**config.mk**
```make
export PLATFORM = sky130hd
export DESIGN_NAME = int_ctrl
export DESIGN_NICKNAME = d
export VERILOG_FILES = /design/src/rtl/int_ctrl_pkg.sv /design/src/rtl/irq_prio_enc.sv /design/src/rtl/int_ctrl.sv
export SDC_FILE = /design/constraint.sdc
export NUM_CORES = 1
export LEC_CHECK = 0
export CAP_MARGIN = 10
export CORE_UTILIZATION = 45
export DETAILED_ROUTE_END_ITERATION = 10
export PLACE_DENSITY = 0.79
export RECOVER_POWER = 25
export SLEW_MARGIN = 40
export SYNTH_ARGS = -nofsm -noshare
export SYNTH_HDL_FRONTEND = slang
export SYNTH_SLANG_ARGS = --single-unit
```
**constraint.sdc**
```tcl
create_clock -name clk -period 3 [get_ports clk]
set_input_delay 0.6 -clock clk [delete_from_list [all_inputs] [get_ports clk]]
set_output_delay 0.6 -clock clk [all_outputs]
set_load 0.02 [all_outputs]
```
**src/rtl/int_ctrl_pkg.sv**
```systemverilog
// Shared encodings for the interrupt/exception controller: ids, states, cause sources.
package int_ctrl_pkg;

    localparam logic [3:0]  INT_ID_ERET      = 4'hf;
    localparam logic [15:0] INT_HANDLER_ADDR = 16'h0008;

    localparam logic [1:0] INT_STATE_IDLE    = 2'b00;
    localparam logic [1:0] INT_STATE_ENTER   = 2'b01;
    localparam logic [1:0] INT_STATE_HANDLER = 2'b10;
    localparam logic [1:0] INT_STATE_RETURN  = 2'b11;

    localparam logic CAUSE_SRC_SW = 1'b0;
    localparam logic CAUSE_SRC_HW = 1'b1;

    typedef enum logic [1:0] {
        StIdle    = INT_STATE_IDLE,
        StEnter   = INT_STATE_ENTER,
        StHandler = INT_STATE_HANDLER,
        StReturn  = INT_STATE_RETURN
    } int_state_e;

    // Cause byte layout read by the ID stage: {src, 3'b000, id}.
    function automatic logic [7:0] make_cause(input logic src, input logic [3:0] id);
        return {src, 3'b000, id};
    endfunction

endpackage

```
**src/rtl/irq_prio_enc.sv**
```systemverilog
// Lowest-index-wins priority encoder over the external IRQ levels.
module irq_prio_enc #(
    parameter int unsigned LINES = 4
) (
    input  logic [LINES-1:0] irq_i,
    output logic             valid_o,
    output logic [2:0]       index_o
);

    always_comb begin
        valid_o = 1'b0;
        index_o = 3'd0;
        // Scan downwards so the last hit is the lowest set bit.
        for (int i = LINES - 1; i >= 0; i--) begin
            if (irq_i[i]) begin
                valid_o = 1'b1;
                index_o = 3'(i);
            end
        end
    end

endmodule

```
**src/rtl/int_ctrl.sv**
```systemverilog
// Single-level interrupt/exception controller: software INT, ERET and level-sensitive IRQs.
module int_ctrl
    import int_ctrl_pkg::*;
#(
    parameter logic [15:0] HANDLER_ADDR = INT_HANDLER_ADDR,
    parameter int unsigned IRQ_LINES    = 4
) (
    input  logic                 clk,
    input  logic                 rst,
    input  logic                 ici_int,
    input  logic [3:0]           ici_int_id,
    input  logic [15:0]          ici_addr,
    input  logic [IRQ_LINES-1:0] ici_hw_irq,
    input  logic                 ici_pause,
    output logic                 ico_branch,
    output logic [15:0]          ico_new_pc,
    output logic                 ico_flush,
    output logic [7:0]           ico_cause,
    output logic [15:0]          ico_epc,
    output logic                 ico_in_handler
);

    int_state_e  state_q;
    logic [15:0] epc_q;
    logic [7:0]  cause_q;
    logic        branch_q;
    logic        flush_q;
    logic [15:0] new_pc_q;
    logic        in_handler_q;

    logic        irq_valid;
    logic [2:0]  irq_index;
    logic        sw_req;
    logic        eret_req;

    irq_prio_enc #(
        .LINES (IRQ_LINES)
    ) u_prio_enc (
        .irq_i   (ici_hw_irq),
        .valid_o (irq_valid),
        .index_o (irq_index)
    );

    assign sw_req   = !ici_pause && ici_int && (ici_int_id != INT_ID_ERET);
    assign eret_req = !ici_pause && ici_int && (ici_int_id == INT_ID_ERET);

    // Outputs are registered alongside the state so they only depend on flops.
    always_ff @(posedge clk or posedge rst) begin
        if (rst) begin
            state_q      <= StIdle;
            epc_q        <= 16'h0000;
            cause_q      <= 8'h00;
            branch_q     <= 1'b0;
            flush_q      <= 1'b0;
            new_pc_q     <= 16'h0000;
            in_handler_q <= 1'b0;
        end else begin
            unique case (state_q)
                StIdle: begin
                    if (sw_req) begin
                        epc_q    <= ici_addr + 16'd1;
                        cause_q  <= make_cause(CAUSE_SRC_SW, ici_int_id);
                        state_q  <= StEnter;
                        branch_q <= 1'b1;
                        flush_q  <= 1'b1;
                        new_pc_q <= HANDLER_ADDR;
                    end else if (!ici_pause && irq_valid) begin
                        // The flushed ID instruction is re-executed after return.
                        epc_q    <= ici_addr;
                        cause_q  <= make_cause(CAUSE_SRC_HW, {1'b0, irq_index});
                        state_q  <= StEnter;
                        branch_q <= 1'b1;
                        flush_q  <= 1'b1;
                        new_pc_q <= HANDLER_ADDR;
                    end
                end
                StEnter: begin
                    if (!ici_pause) begin
                        state_q      <= StHandler;
                        branch_q     <= 1'b0;
                        flush_q      <= 1'b0;
                        new_pc_q     <= 16'h0000;
                        in_handler_q <= 1'b1;
                    end
                end
                StHandler: begin
                    if (eret_req) begin
                        state_q  <= StReturn;
                        branch_q <= 1'b1;
                        flush_q  <= 1'b1;
                        new_pc_q <= epc_q;
                    end
                end
                StReturn: begin
                    if (!ici_pause) begin
                        state_q      <= StIdle;
                        cause_q      <= 8'h00;
                        branch_q     <= 1'b0;
                        flush_q      <= 1'b0;
                        new_pc_q     <= 16'h0000;
                        in_handler_q <= 1'b0;
                    end
                end
                default: begin
                    state_q <= StIdle;
                end
            endcase
        end
    end

    assign ico_branch     = branch_q;
    assign ico_flush      = flush_q;
    assign ico_new_pc     = new_pc_q;
    assign ico_cause      = cause_q;
    assign ico_epc        = epc_q;
    assign ico_in_handler = in_handler_q;

endmodule

```
==> results.md <==
- After floorplanning, the core was divided into 24 placement rows.
- The number of iterations in the first detailed-routing pass is 4.
- The number of primary I/O pins is 71.
- The post-layout minimum cycle time is 2280 ps.
- Timing analysis after detailed placement gives a worst setup slack of between 400 and 500 ps.
- Summing all multi-input logic gate instances after layout gives roughly 930 µm².
- The area of the mapped netlist is 2080 µm².
- The count of synthesis-stage warnings from yosys is 0.
- The source of the worst hold timing path is ico_cause[1].
- After synthesis, the share of flip-flops with an asynchronous set or reset is 100%.
- After clock tree synthesis, the clock-pin slew on the worst setup and hold paths is 80 ps.
- The run finished with clean final reports.
- The source of the worst register-to-register timing path is state_q[0].
- The setup total negative slack is 0 ps.
- In this run the tool buffered the top-level ports with 67 buffer cells.
- 0 antenna diodes ended up in the layout.
- The maximum clock frequency is between 400 and 500 MHz.
- In this run the worst path has a maximum fanout of 10.
- The critical path starts at ici_pause.
- The HPWL after detailed placement is 3530 µm.
- From left edge to right edge, the die measures about 70 µm.
- Once the floorplan was initialized, standard cells occupied a little under half of the core.
- The primary flip-flop cell chosen by synthesis mapping is dfrtp_1.
- The first global-routing pass estimated roughly 7900 µm of wire.
- The number of library cell types mapped by synthesis is 42.
- In the global route stage, overall resource usage came out at between 20% and 30%.
- The number of maximum-capacitance violations is 0.
- In this run the cell area measured after placement is between 2000 and 3000 µm².
- The total overflow left after global routing is 0.
- For the worst setup path, the data required time is 3230 ps.
- Clock tree synthesis inserted a total of 5 buffers.
- The number of hold buffers added after cts is 0.
- Using the TritonRoute via totals, the vias-per-cell ratio works out to about 5.3.
- The DRC violation total after the first TritonRoute iteration is around 130.
- The type of the tightest min-delay check is flop to flop.
- The floorplan step defined a die boundary enclosing around 5000 µm².
- The category of the critical setup timing path is input pin to flop.
- Clock latency on the worst-skew pair, taken at its later pin, is roughly 300 ps.
- The number of cell instances on the worst register-to-register path is 6.
- The number of synthesized register bits is between 40 and 50.
- The TritonCTS sink count is approximately 40.
- The deepest clock path buffer count is 2.
- The number of max-slew violations in the final report was 0.
- For this design the static power due to leakage is around 1.2 nW.
- The remaining routing DRC violations is 0.
- The final core utilization is between 60 and 70%.
- The maximum number of pins on one net before global-route repair is 31.
- The number of routed nets with antenna violations is 0.
- The count of final hold-check violations is 0.
- The minimum setup slack among reg-to-reg paths is roughly 760 ps.
- In this run the power density over the cells is 868 nW/µm².
- The master cell of the clock root buffer is clkbuf_8.
- The post-route netlist has approximately 7.0% of its cells at a drive strength greater than 1.
- Counting instances, the worst hold path has a depth of 2.
- The worst clock skew on the final layout is about 7.5 ps.
- The maximum level of the CTS H-tree is 2.
- The congestion estimate from routability-driven global placement came to roughly 0.85.
- Synthesis produced ~200 cells.
- The standard cell core area is approximately 4400 µm².
- In the final routed layout, each cell accounts on average for approximately 15 µm.
- The number of inserted filler cells in the final layout is between 300 and 400.
- The number of enable flip-flop cells after synthesis is 0.
- The element type at the critical path start is an input pin.
- Overall power consumption after layout is estimated at roughly 2.5 mW.
- The final setup violation count is 0.
- The endpoint of the worst hold-timing path is ico_cause[1].
- In this run the critical register-to-register path is captured at ico_new_pc[7].
- Setup repair after global routing left no endpoint under its margin.
- After detailed routing, the total wire length is 4670 µm.
- The footprint of the flip-flops and latches is around 1000 µm².
- Once the clock tree was built, the resizer swapped 0 gates to a different size.
- Setup slack on the critical path of the routed design comes to roughly 720 ps.
- The worst path arrival time is between 2000 and 3000 ps.
- The relative slew slack is roughly 15%.
- After routing the design area is ~2900 µm².
- The initial antenna violation count was 0.
- After clock tree synthesis, the setup repair step added 0 buffers.
- The final period utilization is between 70% and 80%.
- The number of nets at the end of the flow is a little over 300.
- For the pin with the worst max-slew slack, the measured transition is 1270 ps.
- The worst setup path is captured at a flop.
- In this run the mean area of a mapped cell was just over 10 µm².
- The number of global-route vias before repair is between 1.5k and 2k.
- The routed layout has 1714 vias.
- The layout overhead on the synthesized area is 38.4%.
- The peak supply drop is around 0.53 mV.
- Sequential cells were found to cover 49.4% of the synthesized design area.
- Measured along the y axis, the die boundary spans around 70 µm.
- The CTS tree is done.
-- registers in the layout, summed over array words and instances (netlist names) --
name / cells
ico_new_pc: 16
ico_in_handler: 1
ico_cause: 5
ico_epc: 16
state_q: 2
ico_flush: 1
-- critical path, cell delays in order --
cell,delay [ps]
clkdlybuf4s50_1,550
nand4b_1,290
nor4_2,540
nand3_1,180
xor2_1,170
a21oi_1,170
-- cells by family after synthesis --
group / after synthesis / synth area share (%)
AOI/OAI and AO/OA: 52 / 17.5
xor gates and xnor gates: 15 / 6.33
adders and majority gates: 5 / 3.01
buffers and inverters: 23 / 6.20
DFF: 41 / 49.4
muxes: 2 / 1.08
other: 1 / 0.181
and+or+nand+nor: 64 / 16.3
-- per-stage QoR --
| step | std cells | hold slack, ps |
|---|---|---|
| floorplan | 205 | 517 |
| global placement | 314 | 469 |
| detailed placement | 314 | 469 |
| CTS | 322 | 492 |
| global route | 322 | 512 |
| finish | 322 | 486 |
-- metal layers --
metal  GRT usage (%)  vias to the layer above  part of all wire [%]
met5               0                        -                     0
met4            8.67                        0                   2.0
met3            3.61                        8                   3.6
met2            31.1                       38                    46
met1            29.1                      816                    48
li1                -                      852                     -
-- worst max-delay path by stage --
stage / to / cells after the start
after detailed placement: ico_epc[15] / 6
after floorplan: ico_new_pc[0] / 8
after global routing: ico_epc[15] / 6
after global placement: ico_epc[15] / 6
after CTS: ico_epc[15] / 6
final: ico_epc[15] / 6
-- placed cells by master, fill, tap and decap left out, drive strengths merged, types with 4 or more instances in the layout --
master	n
dfrtp	41
xnor2	6
buf	5
xor2	9
inv	6
nand2	16
and4	4
nor2	20
clkbuf	6
nand4	4
clkdlybuf4s50	66
a21oi	21
ha	5
a22o	16
nor4	4
nand3	6
-- Yosys cell counts (2+ instances only) --
| library cell | n | area (µm²) |
|---|---|---|
| a21oi_1 | 21 | 105 |
| a22o_1 | 16 | 140 |
| and4_1 | 4 | 35.0 |
| buf_2 | 4 | 20.0 |
| buf_4 | 4 | 30.0 |
| buf_6 | 3 | 33.8 |
| clkbuf_1 | 4 | 15.0 |
| dfrtp_1 | 41 | 1030 |
| ha_1 | 5 | 62.6 |
| inv_1 | 7 | 26.3 |
| mux2_1 | 2 | 22.5 |
| nand2_1 | 16 | 60.1 |
| nand3_1 | 6 | 30.0 |
| nand4_1 | 4 | 25.0 |
| nor2_1 | 20 | 75.1 |
| nor4_2 | 3 | 37.5 |
| o21ai_0 | 2 | 10.0 |
| o31ai_1 | 3 | 22.5 |
| o41ai_1 | 2 | 17.5 |
| xnor2_1 | 6 | 52.6 |
| xor2_1 | 9 | 78.8 |
-- layout make-up --
type	instances	area share, %
flip-flops and latches	41	35.7
clock buffers	5	2.39
inverters	7	0.957
multi-input cells	141	32.3
repair buffers	73	24.8
well taps	52	2.26
clock inverters	3	1.61
-- power breakdown --
part           switching, mW  internal, mW
Clock                  0.200         0.249
Combinational          0.627         0.545
Sequential             0.142         0.731
Power figures use the tool's default switching activity.
